File: src/rtl/mem_bus_arbiter.sv
// mem_bus_arbiter: shares one RAM port between the CPU and DMA requesters with a round-robin FSM.
// Define ARB_CPU_PRIORITY_EN for CPU priority with a DMA starvation guard.
module mem_bus_arbiter #(
    parameter int ADDR_W     = 9,
    parameter int DATA_W     = 32,
    parameter int MEM_LAT    = 1,
    parameter int STARVE_MAX = 4
) (
    input  logic              Clock,
    input  logic              Reset,
    input  logic              cpu_req,
    input  logic              cpu_we,
    input  logic [ADDR_W-1:0] cpu_addr,
    input  logic [DATA_W-1:0] cpu_wdata,
    output logic [DATA_W-1:0] cpu_rdata,
    output logic              cpu_ack,
    input  logic              dma_req,
    input  logic              dma_we,
    input  logic [ADDR_W-1:0] dma_addr,
    input  logic [DATA_W-1:0] dma_wdata,
    output logic [DATA_W-1:0] dma_rdata,
    output logic              dma_ack,
    output logic              mem_en,
    output logic              mem_we,
    output logic [ADDR_W-1:0] mem_addr,
    output logic [DATA_W-1:0] mem_wdata,
    input  logic [DATA_W-1:0] mem_rdata,
    output logic              busy,
    output logic [1:0]        gnt
);
    localparam logic [1:0] IDLE   = 2'd0;
    localparam logic [1:0] ACCESS = 2'd1;
    localparam logic [1:0] DONE   = 2'd2;

    if (MEM_LAT < 1 || MEM_LAT > 4 || STARVE_MAX < 1) begin : g_bad_param
        $error("mem_bus_arbiter: MEM_LAT must be 1..4 and STARVE_MAX >= 1");
    end

    logic [1:0]        state_q, state_d, cnt_q, cnt_d, gnt_q, gnt_d;
    logic              owner_q, owner_d, last_q, last_d, we_q, we_d;
    logic              mem_en_q, mem_en_d, mem_we_q, mem_we_d, busy_q, busy_d;
    logic              cpu_ack_q, cpu_ack_d, dma_ack_q, dma_ack_d;
    logic [ADDR_W-1:0] addr_q, addr_d;
    logic [DATA_W-1:0] wdata_q, wdata_d, cpu_rdata_q, cpu_rdata_d, dma_rdata_q, dma_rdata_d;
    logic              pick_dma, contended;

    assign contended = cpu_req & dma_req;

`ifdef ARB_CPU_PRIORITY_EN
    localparam int SW = $clog2(STARVE_MAX + 1);
    logic [SW-1:0] starve_q, starve_d;
    assign pick_dma = dma_req & (~cpu_req | (starve_q == SW'(STARVE_MAX)));
    always_comb begin
        starve_d = starve_q;
        if (state_q == IDLE && (cpu_req | dma_req))
            starve_d = pick_dma ? '0 : (contended ? starve_q + 1'b1 : starve_q);
    end
    always_ff @(posedge Clock or posedge Reset)
        if (Reset) starve_q <= '0;
        else       starve_q <= starve_d;
`else
    // last_q = 1 means DMA won last, so a contended CPU wins next.
    assign pick_dma = dma_req & (~cpu_req | ~last_q);
`endif

    always_comb begin
        state_d     = state_q;
        cnt_d       = cnt_q;
        owner_d     = owner_q;
        last_d      = last_q;
        we_d        = we_q;
        addr_d      = addr_q;
        wdata_d     = wdata_q;
        cpu_rdata_d = cpu_rdata_q;
        dma_rdata_d = dma_rdata_q;
        mem_en_d    = 1'b0;
        mem_we_d    = 1'b0;
        cpu_ack_d   = 1'b0;
        dma_ack_d   = 1'b0;
        case (state_q)
            IDLE: if (cpu_req | dma_req) begin
                owner_d  = pick_dma;
                we_d     = pick_dma ? dma_we : cpu_we;
                addr_d   = pick_dma ? dma_addr : cpu_addr;
                wdata_d  = pick_dma ? dma_wdata : cpu_wdata;
                mem_en_d = 1'b1;
                mem_we_d = we_d;
                cnt_d    = 2'(MEM_LAT - 1);
                state_d  = ACCESS;
            end
            ACCESS: if (cnt_q == 2'd0) begin
                cpu_rdata_d = (~owner_q & ~we_q) ? mem_rdata : cpu_rdata_q;
                dma_rdata_d = (owner_q & ~we_q) ? mem_rdata : dma_rdata_q;
                cpu_ack_d   = ~owner_q;
                dma_ack_d   = owner_q;
                state_d     = DONE;
            end else begin
                cnt_d = cnt_q - 2'd1;
            end
            DONE: begin
                last_d  = owner_q;
                state_d = IDLE;
            end
            default: state_d = IDLE;
        endcase
        busy_d = state_d != IDLE;
        gnt_d  = busy_d ? (owner_d ? 2'b10 : 2'b01) : 2'b00;
    end

    always_ff @(posedge Clock or posedge Reset) begin
        if (Reset) begin
            state_q     <= IDLE;
            cnt_q       <= '0;
            owner_q     <= 1'b0;
            last_q      <= 1'b1;
            we_q        <= 1'b0;
            addr_q      <= '0;
            wdata_q     <= '0;
            cpu_rdata_q <= '0;
            dma_rdata_q <= '0;
            mem_en_q    <= 1'b0;
            mem_we_q    <= 1'b0;
            cpu_ack_q   <= 1'b0;
            dma_ack_q   <= 1'b0;
            busy_q      <= 1'b0;
            gnt_q       <= 2'b00;
        end else begin
            state_q     <= state_d;
            cnt_q       <= cnt_d;
            owner_q     <= owner_d;
            last_q      <= last_d;
            we_q        <= we_d;
            addr_q      <= addr_d;
            wdata_q     <= wdata_d;
            cpu_rdata_q <= cpu_rdata_d;
            dma_rdata_q <= dma_rdata_d;
            mem_en_q    <= mem_en_d;
            mem_we_q    <= mem_we_d;
            cpu_ack_q   <= cpu_ack_d;
            dma_ack_q   <= dma_ack_d;
            busy_q      <= busy_d;
            gnt_q       <= gnt_d;
        end
    end

    assign cpu_rdata = cpu_rdata_q;
    assign dma_rdata = dma_rdata_q;
    assign cpu_ack   = cpu_ack_q;
    assign dma_ack   = dma_ack_q;
    assign mem_en    = mem_en_q;
    assign mem_we    = mem_we_q;
    assign mem_addr  = addr_q;
    assign mem_wdata = wdata_q;
    assign busy      = busy_q;
    assign gnt       = gnt_q;
endmodule

File: config.mk
export PLATFORM = sky130hd
export DESIGN_NAME = mem_bus_arbiter
export DESIGN_NICKNAME = d
export VERILOG_FILES = /design/src/rtl/mem_bus_arbiter.sv
export SDC_FILE = /design/constraint.sdc
export NUM_CORES = 1
export LEC_CHECK = 0
export ABC_AREA = 1
export CAP_MARGIN = 20
export CORE_MARGIN = 5
export CORE_UTILIZATION = 46
export DETAILED_ROUTE_END_ITERATION = 16
export PLACE_DENSITY = 0.86
export SYNTH_ARGS = -nofsm -noshare
export SYNTH_HDL_FRONTEND = slang
export SYNTH_SLANG_ARGS = --single-unit
File: constraint.sdc
create_clock -name Clock -period 6.22 [get_ports Clock]
set_input_delay 1.244 -clock Clock [delete_from_list [all_inputs] [get_ports Clock]]
set_output_delay 1.244 -clock Clock [all_outputs]
set_load 0.05 [all_outputs]
==> Word level (Yosys, flattened, before mapping) <==
Cells that the tools add are included.
{ "op_classes": {"mux": 21, "addsub": 1, "bitwise_logic": 9, "eq_ne": 4, "reduce_logical": 8} }
{ "op_table": {"columns": ["cell", "count"], "rows": [
  ["32-bit two-way mux", 1],
  ["2-bit two-way mux", 6],
  ["1-bit two-way mux", 11],
  ["9-bit two-way mux", 1],
  ["3-bit AND reduction", 3],
  ["2-bit case mux with 2 select lines", 2],
  ["2-bit logical NOT", 2],
  ["2-bit inequality test, second input constant", 2],
  ["1-bit NOT", 4],
  ["2-bit nonzero test", 2],
  ["1-bit bitwise AND", 3],
  ["2-bit by 1-bit == test with 1-bit output, second input constant", 1],
  ["2-bit == test, second input constant", 1],
  ["1-bit bitwise OR", 2],
  ["2-bit AND reduction", 1],
  ["2-bit by 1-bit subtractor with 2-bit output, second input constant", 1]
]} }
{ "totals": {"in_bits": 120, "reg_bits": 119, "wordCells": 58, "output_inout_bits": 112} }

==> Logic depth before layout (Yosys ltp) <==
{ "logic_depth": {"depth_word": 7, "depth_mapped": 7} }

==> Worst setup path after synthesis <==
No wires, ideal clock.
{ "synth_path": {"path_kind": "input -> register", "from": "input dma_req", "to": "register addr_q[0] (netlist: mem_addr[0])", "setup_time_ps": 118, "setup_slack_ps": 4191, "path_stages": 7, "t_required_ps": 6102, "arrival_time_ps": 1911, "path_cell_list": "buf_2 -> inv_1 -> nand2_1 -> nand2_2 -> buf_2 -> nand2_1 -> nand2_1"} }
{ "synth_between": {"elab_chain_cells": 2, "word_cells_on_any_way": 4, "cone_classes": "mux (1); bitwise (2); reduce/logical (1)"} }
{ "synth_rtl": {"columns": ["element", "line_no", "text"], "rows": [
  ["from (decl)", "17", "input logic dma_req,"],
  ["1-bit bitwise AND or 1-bit bitwise OR (tied branches)", "63, 81", null],
  ["9-bit two-way mux or 2-bit AND reduction (tied branches)", null, null],
  ["to (signal assigned)", "133", "addr_q <= addr_d;"],
  ["to (decl)", "43", "logic [ADDR_W-1:0] addr_q, addr_d;"]
]} }
Parallel ways exist; a longest one is shown, timed or not.
A chain may end at the register's enable or synchronous reset.

==> Worst setup path in the final report <==
{ "layout_path": {"from": "input dma_req", "to": "register mem_we_q (netlist: mem_we)"} }
{ "layout_between": {"elab_chain_cells": 4, "word_cells_on_any_way": 5, "cone_classes": "mux (3); bitwise (2)"} }
{ "layout_rtl": {"columns": ["element", "line_no", "text"], "rows": [
  ["1-bit bitwise AND", "63", "assign pick_dma = dma_req & (~cpu_req | ~last_q);"],
  ["1-bit two-way mux", "83", "we_d = pick_dma ? dma_we : cpu_we;"],
  ["1-bit two-way mux (*)", "81", "IDLE: if (cpu_req | dma_req) begin"],
  ["1-bit two-way mux (*)", "80", "case (state_q)"],
  ["named net mem_we_d", "41", "logic mem_en_q, mem_en_d, mem_we_q, mem_we_d, busy_q, busy_d;"],
  ["to (signal assigned)", "138", "mem_we_q <= mem_we_d;"],
  ["to (decl)", "41", null]
]} }
Mark *: on every way through the listed nets, which the timed path passes. The rest lies on a longest branch.

==> flow_summary.yaml <==
run_status:
  status: "completed"
timing:
  fin_hold_ws_ps: 475
  tns_ps: 0
  hold_viol: 0
  finalWorstSetupSlack_ps: 3170
  post-route-period-util: 0.491
  rsz0062_at_grt: "false"
  clock_skew_ps: 11.1
  setup_viol: 0
  drv_slew: 0
  finalCriticalPeriod_ps: 3050
  tightestPinTransition_ps: 1020
  max_clock_freq_ghz: 0.327
  relSlewSlack: 0.315
synthesis:
  synth_nets: 767
  syn_area_per_cell_sq_um: 8.40
  syn_inst: 646
  yosysUniqueCellTypes: 23
  yosysWarningCount: 0
  ys_seq_area_frac: 0.549
  ys_ff_latch: 119
  syn_area_sq_um: 5420
worst_setup_path:
  cp-end-kind: "flop"
  path_cells: "clkdlybuf4s50_1, buf_4, nor2_1, nor2_4, nand3_1, inv_1"
  cp.depth: 6
  worstSetupPathType: "input pin to flop"
  timing.critical_path.arrival_ps: 3380
  worstPathBufferInverterCount: 3
  rr_worst_depth: 5
  critPathTopFamily: "simple AND/OR/NAND/NOR gates"
  slowest_delay_ps: 810
  crit_required_ps: 6550
  cp-start-kind: "input pin"
  worst-path-max-fanout: 46
  cp_slowest_cell: "nor2_4"
hold_path:
  holdCritPathClass: "flop to flop"
  worstHoldPathCells: 2
clocking:
  cts_hold_buf: 0
  post_cts_buffers: 0
  cts_tree: "yes"
  insertion_delay_ps: 400
  cts_buffer_depth: 2
  cts_resized: 0
  clockRootBuffer: "clkbuf_16"
  cts_buffers: 17
  cts.sinks: 119
  htreeDepth: 4
  clkTransAtPathRegs_ps: 60
grt:
  grt_pass1_vias: 4893
  track_usage: 0.226
  grt_pass1_wl_um: 25900
  grt_antenna_before_repair: 0
  grt.overflow.total: 0
  grt_max_degree: 70
cells_and_area:
  antenna_cells: 0
  design_area_sq_um: 8340
  fin_util: 0.727
  drive_above_1_share: 0.0569
  mostFrequentLayoutCells: "235 x nand2_1, 231 x clkdlybuf4s50_1, 118 x dfrtp_1"
  final_common_cell: "nand2_1"
  area_growth_syn_to_layout_pct: 53.7
  nNetsFinal: 986
  fin_cells: 1021
job:
  max-cap-violations: 0
route:
  post_drt_via_cell_ratio: 4.87
  ant_nets: 0
  drc: 0
  vias: 4974
  wirelength_um: 16000
  drt_iter0_drc: 350
  wl_per_cell_um: 15.7
  dr.pass1.iters: 6
floorplan:
  ioPinCount: 232
  die_h_um: 119
  core-area_sq_um: 11500
  die-area_sq_um: 14100
  rows: 39
  die_w_um: 119
  initial_utilization: 0.473
power:
  ir_worst_vdd_v: 0.000413
  finalPower_mw: 5.35
  p_leak_nw: 4.08
  powerDensity_nw_per_um2: 642
place:
  placed_area_sq_um: 7730
  place_inst: 989
  dp_slack_ps: 2780
  gp_congestion: 0.803
  hpwl_um: 10900
  io_buffers: 231
[worst paths after layout]
path	to	startpoint	slack, ps
hold / removal	mem_wdata[20]	mem_wdata[20]	480
setup / recovery	mem_we	dma_req	3170
max in group asynchronous	cpu_rdata[31]	Reset	3670
setup reg to reg	dma_rdata[0]	state_q[1]	4190
min in group asynchronous	cpu_rdata[20]	Reset	1380
hold reg to reg	mem_wdata[20]	mem_wdata[20]	480
[report_power, final]
part	switching [mW]	internal, mW	total (mW)
Clock	0.371	0.645	1.02
Sequential	0.202	1.16	1.37
Combinational	2.05	0.915	2.97
Total	2.63	2.72	5.35
[layout make-up]
class	count	area (sq um)
clock buffers	18	439
clock inverters	14	174
fillers	859	3130
inverters	85	322
multi-input cells	406	1900
flip-flops and latches	119	2980
well taps	143	179
repair buffers	236	2350
[synth_stat cells]
cell	count	area [sq um]
o21ai_1	28	140
nand2_1	235	882
buf_4	5	37.5
inv_2	1	3.75
o21ai_0	33	165
nand2_2	2	12.5
dfrtp_1	118	2950
nand3_4	1	17.5
a21oi_1	1	5.00
dfstp_2	1	26.3
buf_6	8	90.1
ha_1	1	12.5
clkbuf_2	2	10.0
nor2_1	6	22.5
nand3b_1	43	323
inv_1	84	315
nor3_1	2	10.0
o21bai_1	1	7.51
buf_2	10	50.1
nand3_1	46	230
o21ai_2	4	35.0
clkbuf_1	11	41.3
nor2_4	3	33.8
[worst register-to-register path, cell delays in order (launching register included)]
cell and delay [ps]:
dfrtp_1 440, inv_2 90, nand2_2 380, nor2_4 810
nand2_1 140, nand2_1 120
[kinds of logic (layout without fill, tap and decap cells)]
logic type | after synthesis | count (layout) | share of synthesized area
adders and majority gates | 1 | 1 | 0.00231
buffers and inverters | 121 | 353 | 0.101
DFF | 119 | 119 | 0.549
AOI/OAI and AO/OA | 67 | 67 | 0.0651
and+or+nand+nor | 338 | 338 | 0.282
[flip-flops by register name, summed over array words and instances (netlist names), 2 cells and up]
name / cells
cnt_q: 2
gnt: 2
state_q: 2
mem_wdata: 32
mem_addr: 9
dma_rdata: 32
cpu_rdata: 32
[per-layer routing]
layer | GRT usage | share of wire | up-vias
li1 | - | - | 2448
met1 | 0.287 | 0.41 | 2349
met2 | 0.380 | 0.51 | 163
met3 | 0.0649 | 0.071 | 14
met4 | 0.0567 | 0.014 | 0
met5 | 0 | 0 | -
No activity file was read; power rests on OpenSTA's default activity.
